## config.mk

```make
export PLATFORM = sky130hd
export DESIGN_NAME = miriscv_lsu
export DESIGN_NICKNAME = d
export VERILOG_FILES = /design/src/rtl/miriscv_lsu.sv
export SDC_FILE = /design/constraint.sdc
export NUM_CORES = 1
export LEC_CHECK = 0
export BUFFER_PORTS_ARGS = -buffer_cell sky130_fd_sc_hd__buf_2
export CAP_MARGIN = 20
export CORE_AREA = 2 2 82 84
export CTS_BUF_LIST = sky130_fd_sc_hd__clkbuf_16
export DETAILED_ROUTE_END_ITERATION = 10
export DIE_AREA = 0 0 84 86
export PLACE_DENSITY = 0.74
export SLEW_MARGIN = 10
export SYNTH_ARGS = -nofsm -noshare
export SYNTH_HDL_FRONTEND = slang
export SYNTH_SLANG_ARGS = --single-unit
export TNS_END_PERCENT = 10
```

## constraint.sdc

```tcl
create_clock -name clk_i -period 1.5 [get_ports clk_i]
set_clock_uncertainty 0.15 [all_clocks]
set_input_delay 0.225 -clock clk_i [delete_from_list [all_inputs] [get_ports clk_i]]
set_output_delay 0.225 -clock clk_i [all_outputs]
set_load 0.02 [all_outputs]
```

## src/rtl/miriscv_lsu.sv

```systemverilog
// MIRISCV load/store unit: request/grant/response sequencing toward data memory.
// Define MIRISCV_LSU_MISALIGN_EXC_EN to flag misaligned H/W accesses instead of forcing alignment.
module miriscv_lsu (
   input  logic        clk_i,
   input  logic        arstn_i,
   input  logic        lsu_req_i,
   input  logic        lsu_we_i,
   input  logic [2:0]  lsu_size_i,
   input  logic [31:0] lsu_addr_i,
   input  logic [31:0] lsu_data_i,
   output logic [31:0] lsu_data_o,
   output logic        lsu_stall_req_o,
   output logic        lsu_misalign_o,
   output logic        data_req_o,
   output logic        data_we_o,
   output logic [3:0]  data_be_o,
   output logic [31:0] data_addr_o,
   output logic [31:0] data_wdata_o,
   input  logic        data_gnt_i,
   input  logic        data_rvalid_i,
   input  logic [31:0] data_rdata_i
);

   typedef enum logic [1:0] {IDLE = 2'd0, REQ = 2'd1, RESP = 2'd2} state_e;
   state_e state_q, state_d;

   // size[1:0]: 00 byte, 01 half, anything else word (covers 3, 6, 7)
   logic is_b, is_h, is_u;
   assign is_b = (lsu_size_i[1:0] == 2'b00);
   assign is_h = (lsu_size_i[1:0] == 2'b01);
   assign is_u = lsu_size_i[2];

   logic misalign, legal;
`ifdef MIRISCV_LSU_MISALIGN_EXC_EN
   assign misalign = (is_h & lsu_addr_i[0]) |
                     (~is_b & ~is_h & (lsu_addr_i[1:0] != 2'b00));
`else
   assign misalign = 1'b0;
`endif
   assign legal          = ~misalign;
   assign lsu_misalign_o = lsu_req_i & misalign;

   logic done;
   assign done = (state_q == RESP) & data_rvalid_i;

   always_comb begin
      state_d = state_q;
      case (state_q)
         IDLE:    if (lsu_req_i & legal) state_d = data_gnt_i ? RESP : REQ;
         REQ:     if (data_gnt_i)        state_d = RESP;
         RESP:    if (data_rvalid_i)     state_d = IDLE;
         default: state_d = IDLE;
      endcase
   end

   always_ff @(posedge clk_i or negedge arstn_i) begin
      if (!arstn_i) state_q <= IDLE;
      else          state_q <= state_d;
   end

   assign data_req_o      = ((state_q == IDLE) & lsu_req_i & legal) | (state_q == REQ);
   assign data_we_o       = data_req_o & lsu_we_i;
   assign data_addr_o     = {lsu_addr_i[31:2], 2'b00};
   assign lsu_stall_req_o = lsu_req_i & legal & ~done;

   logic [3:0]  be;
   logic [31:0] wdata;
   always_comb begin
      if (is_b) begin
         be    = 4'b0001 << lsu_addr_i[1:0];
         wdata = {4{lsu_data_i[7:0]}};
      end else if (is_h) begin
         be    = lsu_addr_i[1] ? 4'b1100 : 4'b0011;
         wdata = {2{lsu_data_i[15:0]}};
      end else begin
         be    = 4'b1111;
         wdata = lsu_data_i;
      end
   end
   assign data_be_o    = data_req_o ? be    : 4'b0000;
   assign data_wdata_o = data_req_o ? wdata : 32'h0;

   logic [7:0]  rbyte;
   logic [15:0] rhalf;
   logic [31:0] rext;
   assign rbyte = 8'(data_rdata_i >> {lsu_addr_i[1:0], 3'b000});
   assign rhalf = lsu_addr_i[1] ? data_rdata_i[31:16] : data_rdata_i[15:0];

   always_comb begin
      if (is_b)      rext = {{24{~is_u & rbyte[7]}}, rbyte};
      else if (is_h) rext = {{16{~is_u & rhalf[15]}}, rhalf};
      else           rext = data_rdata_i;
   end
   // Only a load's completion cycle exposes read data; everything else reads as 0.
   assign lsu_data_o = (done & ~lsu_we_i) ? rext : 32'h0;

endmodule

```

==> key figures, run 1 <==
Logic synthesis
  • Sequential area share after synthesis: 2.70%
  • Dominant synthesized flop cell: dfrtp_1
  • Mapped Area: 1850 µm²
  • Main combinational cell family by area after synthesis: simple AND/OR/NAND/NOR gates
  • Cells after Synth: roughly 280
  • Yosys cell types: between 40 and 50
  • Synth Area in Compound Gates: 21.4%
  • Synthesis Warnings: 0
  • Synthesis-stage register bit count: 2
  • Synth Area in XOR/XNOR: 0%
  • Post-synthesis adder-cell area fraction: 0%
  • Synth Area in Simple Gates: around a third
  • Fraction of registers with async set/reset: 100%
  • Post-synth EDFFs: 0
  • Avg Inst Size Synth: 6.64 µm²
  • Post-synthesis mux area share: roughly a fifth

Min path
  • Hold path cells: 2
  • Hold Startpoint: data_gnt_i
  • Worst hold endpoint: state_q[0]
  • Worst hold path class: input pin to flip-flop

Detailed routing
  • Via/cell ratio: between 5 and 6
  • DR DRC count: 0
  • Final ANT Viol Nets: 0
  • Routed Wire Length: slightly above 9 mm
  • Total number of vias: ~2900
  • Router iterations before antenna repair: 4
  • Drt wl/cell: between 15 and 20 µm
  • Initial DRC count: roughly 180

Finish
  • Most frequent cells in the layout: buf_4, buf_2, nand2_1
  • Filler Cells Inserted: 526
  • Antenna cells: 0
  • Final #Nets: between 500 and 600
  • Biggest regs: state_q: 2 flops
  • Util after Layout: approximately 60%
  • Commonest non-fill, non-tap cell in the layout: buf_4
  • Layout cell share with drive strength beyond 1: between 60% and 70%
  • Top reg by flops: state_q
  • Max FFs per register: 2
  • Layout Area Growth over Synthesis: 103%

Worst setup path
  • Critical Path RT: approximately 1.1 ns
  • Critical-path maximum fanout: 5
  • Crit. End Element: primary output
  • Reg2Reg Launch Point: state_q[0]
  • Setup slack, reg-to-reg: roughly 0.15 ns
  • Capture point of the worst reg-to-reg path: state_q[1]
  • Crit Path Class: flip-flop to primary output
  • Crit-path slowest cell: dfrtp_1
  • CP max stage delay: about 0.38 ns
  • WP data arrival: between 1.5 and 2 ns
  • CP Cell Sequence: nor4bb_1 > buf_4 > o211ai_4 > clkbuf_16 > nor3_4 > buf_6
  • R2R depth: 4
  • Startpoint types: flip-flop

Clock tree
  • CTS tree: yes
  • Num CTS Buffers: 3
  • Clock tree buffer depth: 2
  • CTS root buf: clkbuf_16
  • H-tree Lvls: 1
  • Clk_lat worst skew: approximately 0.22 ns
  • Sink Count: 2
  • CTS clock-pin slew for the worst setup and hold paths: approximately 0.03 ns

Global routing
  • Gr ovfl total: 0
  • Initial antenna violation count: 0
  • Pin count of the biggest net entering global routing: 23
  • Vias in the first global route: a little under 3000
  • First-pass GRT wire length: approximately 14 mm
  • GRT Total Usage: between 20% and 30%

Die
  • Initial Util: 29.5%
  • Core ar.: approximately 6300 µm²
  • Number of top-level pins: 209
  • Die width: about 84 µm
  • Die area: between 7000 and 8000 µm²
  • Die H: approximately 86 µm
  • Standard-cell row count: 29

Timing
  • Period utilization: 133%
  • Worst Hold Slack: around 0.022 ns
  • Final setup vio count: 71
  • Final hold vios: 0
  • RSZ-0062 raised after global routing: yes
  • Worst setup margin: -0.493 ns
  • Max Clk Rate: ~500 MHz
  • Final Critical Period: around 2 ns
  • Slew Limit Fails: 0

Place
  • Placed wire-length estimate: ~6.4 mm
  • IO Port Bufs: 145
  • Gpl congestion: between 0.8 and 0.9

Flow run
  • Max Cap Viol: 0

Pwr
  • Power Total: approximately 0.0019 W
  • PwrDens: around 500 nW/µm²
  • Leakage: between 1.5 and 2 nW
  • Maximum vdd ir drop: ~420 µV

Outcome
  • Failing checks: negative setup slack
  • Outcome: complete, but fails checks
[routing by layer]
metal	global-route usage [%]	part of all wire, %
met1	26.4	38
met2	44.7	53
met5	0	0
met3	3.46	6.4
met4	9.09	2.5
[final cells by class]
type,count,area (µm²),share of cell area (%)
multi-input combinational,217,1870,49.7
timing repair buffer,217,1650,43.8
tap,77,96.3,2.56
clock buffer,3,75.1,2.00
sequential,2,50.0,1.33
inverter,4,18.8,0.499
timing repair inverter,1,7.51,0.200
[worst max-delay path, delay by kind of cell, from the launching register on]
kind | cells | cell delay (ns)
DFF | 1 | 0.38
and+or+nand+nor | 2 | 0.41
buffers and inverters | 3 | 0.50
AOI/OAI and AO/OA | 1 | 0.12
[worst max path at each step]
| stage | from | to | cells after the start |
|---|---|---|---|
| 2_1_floorplan | state_q[0] | lsu_data_o[0] | 3 |
| 3_3_place_gp | lsu_addr_i[1] | lsu_data_o[20] | 6 |
| 3_5_place_dp | lsu_addr_i[1] | lsu_data_o[20] | 6 |
| 4_1_cts | state_q[0] | lsu_data_o[29] | 6 |
| 5_1_grt | state_q[0] | lsu_data_o[23] | 6 |
| 6_report | state_q[0] | lsu_data_o[23] | 6 |
[cell usage after synthesis (6+ instances only)]
master | count | area share [%]
a21oi_1 | 20 | 5.4
a41oi_1 | 7 | 3.3
and2_1 | 9 | 3.0
buf_2 | 11 | 3.0
buf_4 | 33 | 13
clkbuf_1 | 6 | 1.2
mux2_2 | 9 | 5.5
mux2i_1 | 9 | 4.9
mux4_1 | 6 | 8.5
nand2_1 | 39 | 7.9
nand3_1 | 7 | 1.9
nand4_1 | 8 | 2.7
nor2_1 | 43 | 8.7
nor3_1 | 17 | 4.6
o22ai_1 | 7 | 2.4
[repair_timing]
action,in CTS,in global routing
resized for setup,116,26
pin swaps,29,4
endpoints found under the setup margin,72,71
hold buffers,1,0
gates cloned,2,0
endpoints found under the hold margin,2,0
buffers inserted,3,0
[logic make-up after synthesis]
| logic type | count (synthesis) |
|---|---|
| AND/OR/NAND/NOR | 136 |
| buffers and inverters | 62 |
| AO/OA/AOI/OAI | 52 |
| multiplexers | 26 |
| flip-flops | 2 |
| other | 1 |
[report_power, final]
part	switching (W)	internal (W)
sequential	0.00000475	0.0000613
clock	0.0000579	0.000339
combinational	0.000762	0.000642
total	0.000825	0.00104
[metrics by stage]
step | TNS (ns) | cells | worst slack [ns] | area (µm²)
6_report | -22.07 | 521 | -0.493 | 3760
4_1_cts | -22.98 | 521 | -0.528 | 3660
3_3_place_gp | -17.03 | 512 | -0.384 | 3100
5_1_grt | -26.21 | 521 | -0.592 | 3760
2_1_floorplan | -15.30 | 281 | -0.325 | 2050
3_5_place_dp | -18.27 | 512 | -0.408 | 3100
(Power assumes the default switching activity.)
==> run 2: changes to the inputs <==
ABC_AREA = 1   (was default)
PLACE_DENSITY = 0.73   (was 0.74)
==> key figures, run 2 <==
Clock tree
  • H-tree Lvls: 1 (unchanged)
  • Clock tree buffer depth: 2 (unchanged)
  • CTS clock-pin slew for the worst setup and hold paths: 0.03 ns (about the same)
  • Clk_lat worst skew: 0.22 ns (about the same)
  • Num CTS Buffers: 3 (unchanged)
  • Sink Count: 2 (unchanged)
  • CTS tree: yes (unchanged)
  • CTS root buf: clkbuf_16 (unchanged)

Pwr
  • Maximum vdd ir drop: 855 µV (was 424 µV)
  • PwrDens: 564 nW/µm² (was 496 nW/µm²)
  • Leakage: 1.76 nW (was 1.74 nW)

Detailed routing
  • Router iterations before antenna repair: 4 (unchanged)
  • Top routing layer in use: met4 (unchanged)
  • Final ANT Viol Nets: 0 (unchanged)
  • Drt wl/cell: 12.9 µm (was 17.5 µm)
  • Routed Wire Length: 7.38 mm (was 9.12 mm)
  • WL met3: 614 µm (was 583 µm)
  • Via/cell ratio: 4.86 (was 5.48)
  • Initial DRC count: 107 (was 178)
  • WL met2: 3.63 mm (was 4.86 mm)
  • DR DRC count: 0 (unchanged)
  • DRT met1 WL: 3.02 mm (was 3.44 mm)
  • Total number of vias: 2787 (was 2857)

Logic synthesis
  • Main combinational cell family by area after synthesis: simple AND/OR/NAND/NOR gates (unchanged)
  • Most common cell in the netlist: nand2_1 (was nor2_1)
  • Mapped Area: 1790 µm² (was 1850 µm²)
  • Synth Area in Simple Gates: 41.9% (was 33.6%)
  • Synth Area in XOR/XNOR: 0% (unchanged)
  • Synth Area in Compound Gates: 23.9% (was 21.4%)
  • Cells after Synth: 356 (was 279)
  • Fraction of registers with async set/reset: 100% (unchanged)
  • Yosys top cell area share: 22.2% (was 13.4%)
  • Post-synth EDFFs: 0 (unchanged)
  • Synthesis Warnings: 0 (unchanged)
  • Yosys cell types: 28 (was 42)
  • Post-synthesis adder-cell area fraction: 0% (unchanged)
  • Avg Inst Size Synth: 5.03 µm² (was 6.64 µm²)
  • Synth area leaders: nand2_1, buf_4, o21ai_0 (was buf_4, nor2_1, mux4_1)
  • Sequential area share after synthesis: 2.79% (was 2.70%)
  • Synth top cells by count: nand2_1, inv_1, nor2_1 (was nor2_1, nand2_1, buf_4)
  • Post-synth top area cell: nand2_1 (was buf_4)
  • Dominant synthesized flop cell: dfrtp_1 (unchanged)
  • Synthesis-stage register bit count: 2 (unchanged)
  • Post-synthesis mux area share: 0% (was 20.9%)

Die
  • Die width: 84 µm (unchanged)
  • Core ar.: 6280 µm² (unchanged)
  • Die area: 7220 µm² (unchanged)
  • Number of top-level pins: 209 (unchanged)
  • Standard-cell row count: 29 (unchanged)
  • Die H: 86 µm (unchanged)
  • Initial Util: 28.5% (was 29.5%)

Worst setup path
  • Crit. End Element: primary output (unchanged)
  • Crit Path Class: flip-flop to primary output (unchanged)
  • CP max stage delay: 0.38 ns (about the same)
  • Critical Path RT: 1.12 ns (about the same)
  • Setup slack, reg-to-reg: 0.28 ns (was 0.15 ns)
  • Crit-path slowest cell: dfrtp_1 (unchanged)
  • Critical-path maximum fanout: 5 (unchanged)
  • Startpoint types: flip-flop (unchanged)
  • CP Cell Sequence: inv_2 > nand3_4 > nor2_8 > buf_4 > buf_6 > nand2_2 > a21oi_2 > buf_4 (was nor4bb_1 > buf_4 > o211ai_4 > clkbuf_16 > nor3_4 > buf_6)
  • WP data arrival: 1.50 ns (was 1.62 ns)
  • Worst path most repeated cell: buf_4

Finish
  • Layout Area Growth over Synthesis: 66.1% (was 103%)
  • Commonest non-fill, non-tap cell in the layout: buf_2 (was buf_4)
  • Reg area: 50.0 µm² (unchanged)
  • Most frequent cells in the layout: buf_2, nand2_1, buf_4 (was buf_4, buf_2, nand2_1)
  • Filler Cells Inserted: 655 (was 526)
  • Antenna cells: 0 (unchanged)
  • Multi-input gate area: 1370 µm² (was 1870 µm²)
  • Biggest regs: state_q: 2 flops (unchanged)
  • Max FFs per register: 2 (unchanged)
  • Layout cell share with drive strength beyond 1: 47.9% (was 66.9%)
  • Final #Nets: 604 (was 551)
  • Top reg by flops: state_q (unchanged)

Global routing
  • Initial antenna violation count: 0 (unchanged)
  • GRT Total Usage: 18.6% (was 23.5%)
  • Pin count of the biggest net entering global routing: 25 (was 23)
  • Vias in the first global route: 2529 (was 2950)
  • Gr ovfl total: 0 (unchanged)
  • First-pass GRT wire length: 11.2 mm (was 14.1 mm)

Place
  • IO Port Bufs: 145 (unchanged)
  • Gpl congestion: 0.861 (was 0.895)
  • Placed wire-length estimate: 5.78 mm (was 6.44 mm)
  • Setup WS pre-CTS: -0.190 ns (was -0.408 ns)

Timing
  • Final hold vios: 0 (unchanged)
  • Slew Limit Fails: 0 (unchanged)
  • Max Clk Rate: 534 MHz (was 502 MHz)
  • RSZ-0062 raised after global routing: yes (unchanged)
  • Final setup vio count: 70 (was 71)
  • Worst setup margin: -0.373 ns (was -0.493 ns)
  • Final Critical Period: 1.87 ns (was 1.99 ns)
  • Setup TNS: -19.94 ns (was -22.07 ns)
  • Period utilization: 125% (was 133%)

Flow run
  • Max Cap Viol: 0 (unchanged)

Min path
  • Worst hold path class: input pin to flip-flop (unchanged)

Outcome
  • Failing checks: negative setup slack (unchanged)
  • Outcome: complete, but fails checks (unchanged)
## run 2: logic make-up (layout without fill, tap and decap cells)
group                  Yosys count  count (layout)
and+or+nand+nor                177             178
other                            1               3
AOI/OAI and AO/OA               77              77
DFF                              2               2
buffers and inverters           99             237
## run 2: final cells by class
| type | instances | share of cell area [%] |
|---|---|---|
| multi-input combinational | 258 | 46.0 |
| timing repair buffer | 183 | 39.7 |
| inverter | 50 | 6.64 |
| tap | 77 | 3.24 |
| clock buffer | 3 | 2.52 |
| sequential | 2 | 1.68 |
| timing repair inverter | 1 | 0.210 |
## run 2: per-layer routing
metal | up-vias | GRT usage (%)
met1 | 1249 | 22.3
li1 | 1370 | -
met3 | 16 | 3.85
met5 | - | 0
met4 | 0 | 6.01
met2 | 152 | 33.1
## run 2: path summary, 6_finish.rpt
| kind | start | endpoint | depth (start not counted) |
|---|---|---|---|
| setup / recovery | state_q[0] | lsu_data_o[0] | 8 |
| hold / removal | data_gnt_i | state_q[0] | 2 |
| setup reg to reg | state_q[0] | state_q[0] | 4 |
| hold reg to reg | state_q[0] | state_q[1] | 3 |
| max in group asynchronous | arstn_i | state_q[1] | 2 |
| min in group asynchronous | arstn_i | state_q[0] | 2 |
## run 2: worst max-delay path: cells and delay by family, from the launching register on
| family | cells | cell delay, ns |
|---|---|---|
| buffers and inverters | 4 | 0.53 |
| and+or+nand+nor | 3 | 0.24 |
| DFF | 1 | 0.38 |
| AOI/OAI and AO/OA | 1 | 0.11 |
## run 2: timing repair
action                                  CTS  global route
gates cloned                              1             1
endpoints found under the setup margin   70            70
gates resized for setup                  51            15
pin swaps                                 9             4
hold buffers                              1             0
endpoints found under the hold margin     2             0
setup buffers                             0             4
## run 2: through the flow
| step | hold slack [ns] | area [µm²] | utilization, % | power (W) | cells |
|---|---|---|---|---|---|
| finish | 0.0370 | 2980 | 47.4 | 0.00168 | 574 |
| global placement | -0.138 | 2630 | 41.9 | 0.00114 | 564 |
| CTS | 0.0349 | 2880 | 45.9 | 0.00164 | 569 |
| detailed placement | -0.138 | 2630 | 41.9 | 0.00115 | 564 |
| global route | 0.0514 | 2980 | 47.4 | 0.00179 | 574 |
| floorplan | -0.221 | 1900 | - | 0.000837 | 358 |
## run 2: power breakdown
part           switching (W)  internal [W]
Sequential        0.00000951     0.0000627
Combinational       0.000725      0.000475
Clock              0.0000657      0.000340
